**src/rtl/arb2_rr_sel.sv**
```systemverilog
// arb2_rr_sel: two-source round-robin packet arbiter driving a 2:1 mux select.
// A grant is held for a whole packet. Ownership rotates on packet end. If the
// other source is waiting, ownership also rotates after HOLD_MAX beats.
// Ports:
//   clk, rst_n         clock, asynchronous active-low reset
//   req_a, last_a      source A beat available / beat ends A's packet
//   req_b, last_b      source B beat available / beat ends B's packet
//   out_ready          downstream accepts a beat this cycle
//   sel                registered mux select (0=A, 1=B)
//   gnt_a, gnt_b       registered ownership flags
//   out_valid          combinational: owner has a beat available
//   beat_cnt           registered beats transferred in the current grant
module arb2_rr_sel #(
    parameter int unsigned HOLD_MAX = 16,
    parameter int unsigned CW       = 5
) (
    input  logic          clk,
    input  logic          rst_n,
    input  logic          req_a,
    input  logic          last_a,
    input  logic          req_b,
    input  logic          last_b,
    input  logic          out_ready,
    output logic          sel,
    output logic          gnt_a,
    output logic          gnt_b,
    output logic          out_valid,
    output logic [CW-1:0] beat_cnt
);

    typedef enum logic [1:0] {IDLE, OWN_A, OWN_B} state_t;

    localparam logic [CW-1:0] CNT_MAX   = '1;
    localparam logic [CW-1:0] HOLD_LAST = CW'(HOLD_MAX == 0 ? 0 : HOLD_MAX - 1);
    localparam logic          HOLD_EN   = (HOLD_MAX != 0);

    state_t          state, state_nx;
    logic            sel_nx;
    logic [CW-1:0]   cnt_nx;
    logic            last_owner, last_owner_nx;   // 0=A, 1=B
    logic            beat;
    logic            at_limit;

    // Round-robin pick. lo is the last owner (1=B). On a tie the other source wins.
    function automatic state_t pick(input logic ra, input logic rb, input logic lo);
        if (ra && rb) return lo ? OWN_A : OWN_B;
        else if (ra)  return OWN_A;
        else if (rb)  return OWN_B;
        else          return IDLE;
    endfunction

    assign out_valid = (gnt_a & req_a) | (gnt_b & req_b);
    assign beat      = out_valid & out_ready;
    assign at_limit  = HOLD_EN && (beat_cnt == HOLD_LAST);

    // Next-state, counter and select logic
    always_comb begin
        state_nx      = state;
        sel_nx        = sel;
        cnt_nx        = beat_cnt;
        last_owner_nx = last_owner;
        case (state)
            IDLE: state_nx = pick(req_a, req_b, last_owner);
            OWN_A: begin
                if (beat) begin
                    if (last_a || (at_limit && req_b)) begin
                        last_owner_nx = 1'b0;
                        cnt_nx        = '0;
                        state_nx      = pick(req_a, req_b, 1'b0);
                    end else if (beat_cnt != CNT_MAX) begin
                        cnt_nx = beat_cnt + CW'(1);
                    end
                end
            end
            OWN_B: begin
                if (beat) begin
                    if (last_b || (at_limit && req_a)) begin
                        last_owner_nx = 1'b1;
                        cnt_nx        = '0;
                        state_nx      = pick(req_a, req_b, 1'b1);
                    end else if (beat_cnt != CNT_MAX) begin
                        cnt_nx = beat_cnt + CW'(1);
                    end
                end
            end
            default: begin
                state_nx = IDLE;
                cnt_nx   = '0;
            end
        endcase
        // sel follows the new owner; in IDLE it keeps its last value
        if (state_nx == OWN_A)      sel_nx = 1'b0;
        else if (state_nx == OWN_B) sel_nx = 1'b1;
    end

    // State and output registers
    always_ff @(posedge clk or negedge rst_n) begin
        if (!rst_n) begin
            state      <= IDLE;
            sel        <= 1'b0;
            gnt_a      <= 1'b0;
            gnt_b      <= 1'b0;
            beat_cnt   <= '0;
            last_owner <= 1'b1;
        end else begin
            state      <= state_nx;
            sel        <= sel_nx;
            gnt_a      <= (state_nx == OWN_A);
            gnt_b      <= (state_nx == OWN_B);
            beat_cnt   <= cnt_nx;
            last_owner <= last_owner_nx;
        end
    end

endmodule

```
**config.mk**
```make
export PLATFORM = sky130hd
export DESIGN_NAME = arb2_rr_sel
export DESIGN_NICKNAME = d
export VERILOG_FILES = /design/src/rtl/arb2_rr_sel.sv
export SDC_FILE = /design/constraint.sdc
export NUM_CORES = 1
export LEC_CHECK = 0
export ABC_AREA = 1
export ABC_CLOCK_PERIOD_IN_PS = 1900
export BUFFER_PORTS_ARGS = -buffer_cell sky130_fd_sc_hd__buf_2
export CORE_MARGIN = 4
export CORE_UTILIZATION = 47
export CTS_CLUSTER_DIAMETER = 30
export CTS_CLUSTER_SIZE = 20
export DETAILED_ROUTE_END_ITERATION = 16
export GPL_ROUTABILITY_DRIVEN = 0
export PLACE_DENSITY = 0.75
export SYNTH_ARGS = -nofsm -noshare
export SYNTH_HDL_FRONTEND = slang
export SYNTH_SLANG_ARGS = --single-unit
```
**constraint.sdc**
```tcl
create_clock -name clk -period 1.9 [get_ports clk]
set_clock_uncertainty 0.15 [all_clocks]
set_input_delay 0.19 -clock clk [delete_from_list [all_inputs] [get_ports clk]]
set_output_delay 0.19 -clock clk [all_outputs]
set_load 0.02 [all_outputs]
```
==> qor.csv <==
metric;value;unit
muxShareOfSynthArea;0;
synth-simple-area-share;0.318;
fin_ws;-0.0540;ns
peakVddDrop;0.00137;V
max_stage_delay;0.43;ns
grt_pass1_wl;3190;um
pin_count;16;
cts_tree;done;
cpMaxStageDelayCell;dfrtp_2;
cap_violations;0;
via_per_inst;5.25;
synth_compound_area_frac;0.103;
n_antenna_cell;0;
grt_pass1_vias;704;
dp_hpwl;1410;um
routed_wl;2010;um
fin_nets;153;
multi_input_area;539;sq um
period_share;1.03;
numPortBuffers;15;
clock_sinks;11;
htreeDepth;1;
ant_nets;0;
synth-seq-area-share;0.350;
fmax;512;MHz
chipHeight;49.0;um
rsz0062_at_grt;yes;
clkTransAtPathRegs;0.07;ns
die_area;0.00240;sq mm
path_cells;ha_4, nand3_2, nor2_1, nand2_1, nand2_2, nand3_2, nand2_2, nor2_4, nor2_1, nor2_1, ha_1, nand2_1, o21ai_1;
status;finished, violations left;
hold_viol_final;0;
wl_met2;1020;um
layout.area.seq;279;sq um
cellPowerDensity;1590;mW/mm^2
routedWlPerCell;13.1;um
critical_path_class;reg -> reg;
clockRootBuffer;clkbuf_4;
grt_start_max_net_pins;12;
worstMarginPinSlew;0.245;ns
worst_setup_path_end_kind;flop;
cts_inserted_buffers;3;
area_growth;40.5;%
clk_latency;0.27;ns
hold_path_class;in -> async;
p_leak;0.591;nW
syn_inst;103;
synth_warnings;0;
critPathMaxFanout;3;
vias;803;
drv_slew;0;
synth_fa_ha_area_frac;0.127;
start_util;0.513;
crit_arrival;1.97;ns
synth_xor_area_frac;0.0332;
top_layer;met4;
drive_gt1_frac;0.453;
drt_iter0_markers;11;
syn-num-nets;118;
met3RoutedLength;97;um
antenna_found_initial;0;
critical_path_required;1.92;ns
row_count;14;
cp_common_cell;nor2_1;
total_power;1.77;mW
die_w;49.0;um
syn_avg_cell_area;7.68;sq um
critPathLaunchType;flop;
clockBufferDepth;2;
slew_headroom;0.836;
grt.overflow.total;0;
fillCellCount;121;
synth.distinct_cells;20;
firstDrtPassIters;4;
synth_area;791;sq um
violations;negative setup slack;
grt_usage;0.169;
drcViolationCount;0;
ys_seq_elements;11;
wl_met1;849;um
hold_ws;0.179;ns
synth_top_family_by_area;simple AND/OR/NAND/NOR gates;
finalSetupViolCount;1;
period_needed;1.95;ns
core_area;0.00154;sq mm
synth_stat cells:
library cell,number,area [sq um]
nand2_4,1,11.3
dfstp_2,1,26.3
ha_1,8,100
nor2_2,2,12.5
nand2_2,3,18.8
dfrtp_1,10,250
a21oi_1,2,10.0
xor2_1,2,17.5
nor2_1,7,26.3
nand2_1,29,109
a21oi_4,1,16.3
inv_4,1,6.26
o22ai_1,1,6.26
o21ai_0,4,20.0
nand3_1,13,65.1
xnor2_1,1,8.76
or2_4,1,8.76
a21boi_4,1,18.8
o21ai_1,2,10.0
inv_1,13,48.8
layer usage:
layer / up-vias / GRT usage
met3: 6 / 0.0489
met5: - / 0
met1: 385 / 0.215
li1: 391 / -
met4: 0 / 0.0404
met2: 21 / 0.280
flip-flops by register name, summed over array words and instances, names as in the netlist:
name and cells:
beat_cnt 5, state 2, gnt_a 1, gnt_b 1, last_owner 1, sel 1
cells by family after synthesis:
group / after synthesis
flops: 11
xor+xnor: 3
buf+inv: 14
simple gates: 56
compound gates: 11
fa+ha+maj: 8
timing repair:
| item | CTS | global route |
|---|---|---|
| gates resized for setup | 6 | 13 |
| setup buffers | 2 | 5 |
| endpoints found under the setup margin | 2 | 7 |
| hold buffers | 1 | 0 |
| endpoints found under the hold margin | 11 | 0 |
| pin swaps | 11 | 11 |
power breakdown:
group,internal [mW],switching [mW],total [mW],leakage [nW]
clock,0.0780,0.0848,0.163,0.0177
combinational,0.515,0.661,1.18,0.437
sequential,0.345,0.0816,0.427,0.136
cell usage in the layout (no fill, tap or decap):
master	count
nand2_1	23
buf_2	15
buf_4	14
inv_1	13
nand3_1	10
nand2_2	8
dfrtp_1	8
nor2_1	6
ha_1	5
nand3_2	3
o21ai_0	3
clkbuf_4	3
nand2_4	2
nor2_4	2
o21ai_1	2
ha_2	2
dfrtp_2	2
inv_4	1
a21oi_2	1
o21ai_2	1
or2_4	1
a21oi_4	1
a21boi_4	1
a21oi_1	1
xor2_2	1
nor2_2	1
xor2_1	1
o22ai_1	1
xnor2_1	1
ha_4	1
clkinv_2	1
dlygate4sd3_1	1
dfstp_2	1
area by class of cell:
type	instances	share of cell area
Tap cell	16	0.0180
Sequential cell	11	0.251
Multi-Input combinational cell	78	0.485
Clock inverter	1	0.00450
Timing Repair Buffer	30	0.171
Clock buffer	3	0.0203
Inverter	14	0.0495
final timing paths:
kind,from,slack (ns),depth (start not counted),endpoint
max,beat_cnt[0],-0.05,13,sel
min,rst_n,0.18,2,sel
max reg2reg,beat_cnt[0],-0.05,13,sel
min reg2reg,sel,0.34,2,sel
max in group asynchronous,rst_n,1.16,2,last_owner
min in group clk,out_ready,0.22,5,last_owner
through the flow:
step	instance area [sq um]	TNS (ns)	util	instances	worst slack, ns
after detailed placement	953	-0.153	0.619	141	-0.112
after global placement	953	-0.100	0.619	141	-0.0856
after floorplan	806	-0.0536	-	103	-0.0536
final	1110	-0.0540	0.721	153	-0.0540
after global routing	1110	-0.333	0.721	153	-0.223
after CTS	1020	-0.0956	0.662	148	-0.0956
critical path: cells and delay by family, from the launching register on:
family / cells / cell delay (ns)
adder cells (fa/ha/maj): 2 / 0.44
AND/OR/NAND/NOR: 10 / 0.77
flip-flops: 1 / 0.43
AO/OA/AOI/OAI: 1 / 0.05
(Power assumes the default switching activity.)
